## src/rtl/bclk_training_ctrl.sv

```systemverilog
// BCLK training sequencer for the DDR4 IOD lane.
// Sweeps the RX delay line, finds the first BCLK edge, parks past it.
module bclk_training_ctrl #(
  parameter int MAX_TAP       = 127,
  parameter int SETTLE_CYCLES = 8,
  parameter int SAMPLE_CYCLES = 16,
  parameter int OFFSET_TAPS   = 16
) (
  input  logic       FAB_CLK,
  input  logic       ARST_N,
  input  logic       start,
  input  logic [7:0] rx_data,
  input  logic       delay_oor,
  input  logic       eye_early,
  input  logic       eye_late,
  output logic       dl_load,
  output logic       dl_move,
  output logic       dl_dir,
  output logic       em_clear,
  output logic       busy,
  output logic       done,
  output logic       error,
  output logic [7:0] edge_tap,
  output logic [7:0] final_tap,
  output logic [1:0] eye_flags
);

  typedef enum logic [3:0] {
    S_IDLE, S_LOAD, S_SETTLE, S_SAMPLE, S_EVAL,
    S_DIR, S_MOVE, S_DONE, S_ERR
  } state_t;

  localparam logic [7:0] LP_MAX  = 8'(MAX_TAP);
  localparam logic [7:0] LP_SLST = 8'(SETTLE_CYCLES - 1);
  localparam logic [7:0] LP_SCLR = 8'(SETTLE_CYCLES - 2);
  localparam logic [7:0] LP_MLST = 8'(SAMPLE_CYCLES - 1);
  localparam logic [7:0] LP_OFS  = 8'(OFFSET_TAPS);

  state_t     r_state;
  logic [7:0] r_tap;
  logic [7:0] r_cnt;
  logic [7:0] r_cur;
  logic [7:0] r_ref;
  logic [7:0] r_rem;
  logic [7:0] r_edge_tap;
  logic [7:0] r_final_tap;
  logic [1:0] r_eye;
  logic       r_unstable;
  logic       r_adj;
  logic       r_load;
  logic       r_move;
  logic       r_dir;
  logic       r_clr;
  logic       r_busy;
  logic       r_done;
  logic       r_err;

  logic       w_edge;
  logic       w_active;
  logic [8:0] w_reach;
  logic [7:0] w_tap_inc;

  assign w_edge    = r_unstable || (r_cur != r_ref);
  assign w_reach   = {1'b0, r_tap} + {1'b0, LP_OFS};
  assign w_tap_inc = (r_tap >= LP_MAX) ? LP_MAX : r_tap + 8'd1;
  assign w_active  = (r_state != S_IDLE) &&
                     (r_state != S_DONE) &&
                     (r_state != S_ERR);

  assign dl_load   = r_load;
  assign dl_move   = r_move;
  assign dl_dir    = r_dir;
  assign em_clear  = r_clr;
  assign busy      = r_busy;
  assign done      = r_done;
  assign error     = r_err;
  assign edge_tap  = r_edge_tap;
  assign final_tap = r_final_tap;
  assign eye_flags = r_eye;

  // Sweep / evaluate / adjust sequencer with registered lane controls
  always_ff @(posedge FAB_CLK or negedge ARST_N) begin
    if (!ARST_N) begin
      r_state     <= S_IDLE;
      r_tap       <= '0;
      r_cnt       <= '0;
      r_cur       <= '0;
      r_ref       <= '0;
      r_rem       <= '0;
      r_edge_tap  <= '0;
      r_final_tap <= '0;
      r_eye       <= '0;
      r_unstable  <= 1'b0;
      r_adj       <= 1'b0;
      r_load      <= 1'b0;
      r_move      <= 1'b0;
      r_dir       <= 1'b0;
      r_clr       <= 1'b0;
      r_busy      <= 1'b0;
      r_done      <= 1'b0;
      r_err       <= 1'b0;
    end else if (w_active && delay_oor) begin
      r_load      <= 1'b0;
      r_move      <= 1'b0;
      r_clr       <= 1'b0;
      r_err       <= 1'b1;
      r_busy      <= 1'b0;
      r_final_tap <= r_tap;
      r_state     <= S_ERR;
    end else begin
      unique case (r_state)
        S_IDLE: begin
          if (start) begin
            r_load      <= 1'b1;
            r_busy      <= 1'b1;
            r_err       <= 1'b0;
            r_edge_tap  <= '0;
            r_final_tap <= '0;
            r_eye       <= '0;
            r_state     <= S_LOAD;
          end
        end
        S_LOAD: begin
          r_load  <= 1'b0;
          r_tap   <= '0;
          r_cnt   <= '0;
          r_adj   <= 1'b0;
          r_state <= S_SETTLE;
        end
        S_SETTLE: begin
          if (r_cnt == LP_SLST) begin
            r_clr <= 1'b0;
            r_cnt <= '0;
            if (!r_adj) begin
              r_state <= S_SAMPLE;
            end else if (r_rem == '0) begin
              r_done      <= 1'b1;
              r_busy      <= 1'b0;
              r_final_tap <= r_tap;
              r_state     <= S_DONE;
            end else begin
              r_dir   <= 1'b1;
              r_state <= S_DIR;
            end
          end else begin
            r_cnt <= r_cnt + 8'd1;
            if (r_cnt == LP_SCLR) r_clr <= 1'b1;
          end
        end
        S_SAMPLE: begin
          if (r_cnt == '0) begin
            r_cur      <= rx_data;
            r_unstable <= 1'b0;
            r_eye      <= {eye_early, eye_late};
          end else begin
            if (rx_data != r_cur) r_unstable <= 1'b1;
            r_eye <= r_eye | {eye_early, eye_late};
          end
          if (r_cnt == LP_MLST) begin
            r_cnt   <= '0;
            r_state <= S_EVAL;
          end else begin
            r_cnt <= r_cnt + 8'd1;
          end
        end
        S_EVAL: begin
          if (r_tap == '0 && r_unstable) begin
            r_err       <= 1'b1;
            r_busy      <= 1'b0;
            r_final_tap <= r_tap;
            r_state     <= S_ERR;
          end else if (r_tap == '0) begin
            r_ref   <= r_cur;
            r_dir   <= 1'b1;
            r_state <= S_DIR;
          end else if (w_edge) begin
            r_edge_tap <= r_tap;
            if (w_reach > {1'b0, LP_MAX}) begin
              r_err       <= 1'b1;
              r_busy      <= 1'b0;
              r_final_tap <= r_tap;
              r_state     <= S_ERR;
            end else begin
              r_rem   <= LP_OFS;
              r_adj   <= 1'b1;
              r_dir   <= 1'b1;
              r_state <= S_DIR;
            end
          end else if (r_tap >= LP_MAX) begin
            r_err       <= 1'b1;
            r_busy      <= 1'b0;
            r_final_tap <= r_tap;
            r_state     <= S_ERR;
          end else begin
            r_dir   <= 1'b1;
            r_state <= S_DIR;
          end
        end
        S_DIR: begin
          r_move  <= 1'b1;
          r_tap   <= w_tap_inc;
          if (r_adj) r_rem <= r_rem - 8'd1;
          r_state <= S_MOVE;
        end
        S_MOVE: begin
          r_move  <= 1'b0;
          r_cnt   <= '0;
          r_state <= S_SETTLE;
        end
        S_DONE: begin
          r_done  <= 1'b0;
          r_state <= S_IDLE;
        end
        S_ERR: begin
          r_state <= S_IDLE;
        end
        default: begin
          r_state <= S_IDLE;
        end
      endcase
    end
  end

endmodule
```

## config.mk

```make
export PLATFORM = sky130hd
export DESIGN_NAME = bclk_training_ctrl
export DESIGN_NICKNAME = d
export VERILOG_FILES = /design/src/rtl/bclk_training_ctrl.sv
export SDC_FILE = /design/constraint.sdc
export NUM_CORES = 1
export LEC_CHECK = 0
export BUFFER_PORTS_ARGS = -buffer_cell sky130_fd_sc_hd__clkbuf_2
export CORE_MARGIN = 10
export CORE_UTILIZATION = 50
export CTS_CLUSTER_DIAMETER = 40
export DETAILED_ROUTE_END_ITERATION = 8
export HOLD_SLACK_MARGIN = 0.12
export PLACE_DENSITY = 0.69
export SLEW_MARGIN = 25
export SYNTH_ARGS = -nofsm -noshare
export SYNTH_HDL_FRONTEND = slang
export SYNTH_SLANG_ARGS = --single-unit
```

## constraint.sdc

```tcl
create_clock -name FAB_CLK -period 3.1 [get_ports FAB_CLK]
set_input_delay 0.62 -clock FAB_CLK [delete_from_list [all_inputs] [get_ports FAB_CLK]]
set_output_delay 0.62 -clock FAB_CLK [all_outputs]
set_load 0.05 [all_outputs]
```

# After elaboration in Yosys (flattened, before gate mapping)

Cells that the tools add are included.

$add $sub $neg: 4
Multipliers: 0
Div/mod/pow operators: 0
Order comparisons: 2
Eq/ne operators: 34
Shift operators: 0
Multiplexer cells: 87
Bitwise logic cells: 3
Reductions and logical operators: 42

Operators with widths:

| operator                                                              | count |
|---|---|
| 8-bit 2-to-1 mux                                                      | 21 |
| 8-bit case mux with 2 select lines                                    | 3 |
| 8-bit case mux with 3 select lines                                    | 2 |
| 1-bit 2-to-1 mux                                                      | 39 |
| 4-bit 2-to-1 mux                                                      | 9 |
| 8-bit zero test                                                       | 3 |
| 4-bit case mux with 6 select lines                                    | 1 |
| 2-bit inequality test (second input constant)                         | 10 |
| 2-bit nonzero test                                                    | 9 |
| 8-bit by 1-bit adder with 8-bit output (second input constant)        | 2 |
| 4-bit by 3-bit == test with 1-bit output (second input constant)      | 4 |
| 8-bit by 3-bit == test with 1-bit output (second input constant)      | 2 |
| 4-bit inequality test (second input constant)                         | 4 |
| 8-bit inequality test                                                 | 2 |
| 8-bit AND reduction                                                   | 2 |
| 3-bit inequality test (second input constant)                         | 5 |
| 3-bit nonzero test                                                    | 5 |
| 1-bit case mux with 2 select lines                                    | 6 |
| 3-bit AND reduction                                                   | 4 |
| 6-bit AND reduction                                                   | 2 |
| 5-bit inequality test (second input constant)                         | 2 |
| 5-bit AND reduction                                                   | 2 |
| 8-bit by 5-bit adder with 9-bit output (second input constant)        | 1 |
| 9-bit by 7-bit > comparator with 1-bit output (second input constant) | 1 |
| 20 further kinds                                                      | 31 |

Bits in registers: 71
Bits in latches: 0
Bits in writable memories: 0
ROM bits: 0
Bits of input ports: 14
Output and inout bits: 25
Logic and storage cells: 190
Memories: 0

# Longest topological paths before layout

Word-level depth: 8
Gate-level depth with buffers: 9
Gate-level depth less buffers: 8

# Worst setup path before layout

OpenSTA, ideal clock, no wires.

Path kind: reg-to-reg
Start point: register r_cnt[5]
End point: register r_final_tap[0] (netlist: final_tap[0])
Library setup time: 0.079 ns
Data arrival time: 2.092 ns
Data required time: 3.021 ns
Slack: 0.929 ns
Stages on the path, launching flop included: 7
Clock period less this slack: 2.171 ns
Cell sequence: dfrtp_1 or4_4 nor3_4 nand4_1 a211o_1 a21oi_4 mux2i_1

Word-level cells in the longest chain between the ends: 3

Ends and longest elaborated chain:

| element                                  | RTL line | source |
|---|---|---|
| start: declaration                       | 41       | `logic [7:0] r_cnt;` |
| start signal: assignment                 | 146      | `r_cnt <= r_cnt + 8'd1;` |
| start signal: assignment                 | 163      | `r_cnt <= r_cnt + 8'd1;` |
| 8-bit by 3-bit == test with 1-bit output | 131      | `if (r_cnt == LP_SLST) begin` |
| 3-bit inequality test (no line)          | -        |  |
| 8-bit AND reduction (no line)            | -        |  |
| end signal: assignment                   | 139      | `r_final_tap <= r_tap;` |
| end signal: assignment                   | 170      | `r_final_tap <= r_tap;` |
| end signal: assignment                   | 181      | `r_final_tap <= r_tap;` |
| end: declaration                         | 46       | `logic [7:0] r_final_tap;` |

Every way passes these cells.
A chain may end at the register's enable or synchronous reset.

# Worst setup path in the final report

Start point: register r_state[2]
End point: register r_final_tap[4] (netlist: final_tap[4])

Word-level cells in the longest chain between the ends: 6
Elaborated cells on any way between the ends: 20

Ends and longest elaborated chain:

| element                                                                                | RTL line | source |
|---|---|---|
| start: declaration                                                                     | 39       | `state_t r_state;` |
| start signal: assignment                                                               | 84       | `r_state <= S_IDLE;` |
| start signal: assignment                                                               | 109      | `r_state <= S_ERR;` |
| start signal: assignment                                                               | 120      | `r_state <= S_LOAD;` |
| 4-bit by 3-bit inequality test with 1-bit output or 4-bit nonzero test (tied branches) | 67, 66   |  |
| 1-bit logical AND                                                                      | 66       | `assign w_active = (r_state != S_IDLE) &&` |
| 1-bit logical AND                                                                      | 67       | `(r_state != S_DONE) &&` |
| 1-bit logical AND                                                                      | 102      | `end else if (w_active && delay_oor) begin` |
| 5-bit inequality test (no line) (tied with other cells)                                | -        |  |
| 8-bit AND reduction (no line)                                                          | -        |  |
| end signal: assignment                                                                 | 108      | `r_final_tap <= r_tap;` |
| end signal: assignment                                                                 | 139      |  |
| end signal: assignment                                                                 | 170      |  |

Several ways; a longest one is shown, not always the timed one.

==> flow_summary.toml <==
[run_status]
status = "completed"

[timing]
fin_crit_sh_pct = 80.6
slew_headroom_pct = 42.5
aggregate_negative_setup_slack_ns = 0
rsz_0062_raised_after_global_routing = "false"
timing.fmax_mhz = 400
worst_hold_slack_ns = 0.295
timing.final.crit_period_ns = 2.50
timing.final.max_slew_violations = 0
finClkSkew_ns = 0.00909
hold_violations = 0
transition_at_the_pin_with_the_smallest_max_transition_slack_ns = 0.852
finalSetupViolations = 0

[critical_path]
timing.setup.critical_path_class = "reg2reg"
cp_cell_sequence = "or4b_4, or2_2, nor3_4, a211o_1, a21oi_4, mux2i_1"
crit_path_top_delay_cell = "sky130_fd_sc_hd__dfrtp_1"
regToRegSetupSlack_ns = 0.60
critPathCaptureType = "flip-flop"
crit_arrival_ns = 2.72
max_stage_delay_ns = 0.67
bufs_and_invs_on_worst_path = 0
critical_path_peak_fanout = 18
crit_path_start_kind = "flip-flop"
critical_path.top_delay_family = "simple AND/OR/NAND/NOR gates"
data_required_time_of_the_critical_path_ns = 3.32

[clock_network]
cts_hold_bufs = 0
cts_setup_buffers = 0
worst_setup_hold_path_clk_slew_ns = 0.08
numCtsBuffers = 9
post_cts_resized = 0
tritoncts = "yes"
clock_latency_ns = 0.35
htreeDepth = 3
cts.sink_count = 71
clock_tree.root_cell = "sky130_fd_sc_hd__clkbuf_8"
clock_tree.buffer_depth = 2

[yosys]
synth_cells = 403
synthesis_warnings = 0
yosysUniqueCellTypes = 62
synth_ff_type = "sky130_fd_sc_hd__dfrtp_1"
postSynthRegisterBits = 71
postSynthNetCount = 427
synth-edff-count = 0
async_reset_ff_share_pct = 100
synth_area_um2 = 3930
synth_seq_area_share_pct = 45.2
avg_cell_area_syn_um2 = 9.75

[final_layout]
most_common_library_cell_in_the_layout_ignoring_fill_and_taps = "sky130_fd_sc_hd__dfrtp_1"
layout_common_cells = "71 x sky130_fd_sc_hd__dfrtp_1, 38 x sky130_fd_sc_hd__nand2_1, 37 x sky130_fd_sc_hd__clkbuf_2"
layout.nets = 469
finalNonFillerCells = 552
post-route-util_pct = 58.8
area_delta_synth_final_pct = 15.1
layout-drive-gt1-share_pct = 20.7
number_of_antenna_diodes = 0

[power]
vdd.ir_drop.worst_v = 0.000517
report.power.total_mw = 3.44
power.density_cell_area_nw_per_um2 = 761
power_leakage_nw = 2.13

[detailed_routing]
drt-wirelength-per-cell_um = 15.9
route.vias.total = 3178
maxUsedRoutingLayer = "met4"
metal1_wirelength_um = 4030
drtAntennaViolNets = 0
drcViolationCount = 0
detail_route.iter0.violations = 221
detailroute.wirelength.met2_um = 4090
met3WireLength_um = 570
routed_wirelength_um = 8790
avgViaCountPerCell = 5.76
detail_route.first_pass.iterations = 6

[flow_run]
maxCapViolCount = 0

[die]
fp.coreArea_um2 = 7690
rows = 32
design.die.area_um2 = 11800
boundaryPins = 39
die_height_um = 109
floorplan.initialDensity_pct = 51.1
floorplan.die.width_um = 109

[placement]
globalplace.congestion = 0.829
place_hpwl_um = 6480
buffer_ports.inserted = 38
placed_cells_incl_taps = 536

[global_routing]
track_usage_pct = 15.9
grt_pass1_vias = 3125
grt_pass1_wl_um = 15100
gr-total-overflow = 0
grt_antenna_before_repair = 0
largest_net_degree_at_the_start_of_global_routing = 44

[hold_path]
hold_class = "in2async"
==> per-layer routing <==
layer	vias to the layer above	GRT usage, %
met5	-	0
met4	0	5.18
met3	7	4.66
met2	86	24.6
met1	1542	20.9
li1	1543	-
==> where the power goes <==
| group | internal (mW) | switching, mW |
|---|---|---|
| Combinational | 0.439 | 0.782 |
| Sequential | 1.06 | 0.225 |
| Clock | 0.547 | 0.385 |
==> Yosys cell counts (5+ instances only) <==
master	count	share of area, %
sky130_fd_sc_hd__mux2_2	17	4.9
sky130_fd_sc_hd__xnor2_1	9	2.0
sky130_fd_sc_hd__nor2_1	19	1.8
sky130_fd_sc_hd__nand3_1	12	1.5
sky130_fd_sc_hd__ha_1	10	3.2
sky130_fd_sc_hd__or3_1	5	0.80
sky130_fd_sc_hd__xor2_1	12	2.7
sky130_fd_sc_hd__a22o_1	13	2.9
sky130_fd_sc_hd__o31ai_1	5	0.96
sky130_fd_sc_hd__nand2_1	38	3.6
sky130_fd_sc_hd__a31oi_1	7	1.1
sky130_fd_sc_hd__o21ai_0	27	3.4
sky130_fd_sc_hd__inv_1	25	2.4
sky130_fd_sc_hd__clkbuf_1	13	1.2
sky130_fd_sc_hd__a21oi_1	21	2.7
sky130_fd_sc_hd__dfrtp_1	71	45
sky130_fd_sc_hd__nor3_1	12	1.5
sky130_fd_sc_hd__mux2i_1	8	2.0
==> stage by stage <==
step           setup WS, ns  area, um^2
5_1_grt               0.332        4520
3_3_place_gp          0.681        4270
4_1_cts               0.590        4520
6_report              0.602        4520
2_1_floorplan         0.929        3930
3_5_place_dp          0.603        4270
==> worst paths after layout <==
kind | from | end | cells after the start
setup / recovery | r_state[2]$_DFFE_PN0P_ | final_tap[4]$_DFFE_PN0P_ | 6
hold / removal | ARST_N | edge_tap[3]$_DFFE_PN0P_ | 1
setup reg to reg | r_state[2]$_DFFE_PN0P_ | final_tap[4]$_DFFE_PN0P_ | 6
hold reg to reg | error$_DFFE_PN0P_ | error$_DFFE_PN0P_ | 1
max in group asynchronous | ARST_N | em_clear$_DFFE_PN0P_ | 2
min in group FAB_CLK | error$_DFFE_PN0P_ | error$_DFFE_PN0P_ | 1
==> flip-flops by register name, summed over array words and instances (netlist names), 2 cells and up <==
name,count
r_cnt,8
r_state,4
r_rem,8
r_cur,8
edge_tap,8
final_tap,8
eye_flags,2
r_tap,8
r_ref,8
==> area by class of cell <==
type,instances,area [um^2]
Clock inverter,7,128
Clock buffer,9,124
Multi-Input combinational cell,289,1990
Tap cell,102,128
Timing Repair Buffer,49,285
Inverter,25,93.8
Fill cell,689,3170
Sequential cell,71,1780
==> cells by family after synthesis <==
family	after synthesis	synth area share, %
buf+inv	43	4.17
xor+xnor	21	4.68
mux	25	6.91
compound gates	112	19.5
fa+ha+maj	10	3.19
simple gates	121	16.3
flops	71	45.2
==> worst reg2reg max path: cells and delay by family, from the launching register on <==
| family | cells | cell delay (ns) |
|---|---|---|
| compound gates | 2 | 0.28 |
| mux | 1 | 0.16 |
| simple gates | 3 | 1.28 |
| flops | 1 | 0.67 |
Note: power is estimated with default switching activity, not from simulation.
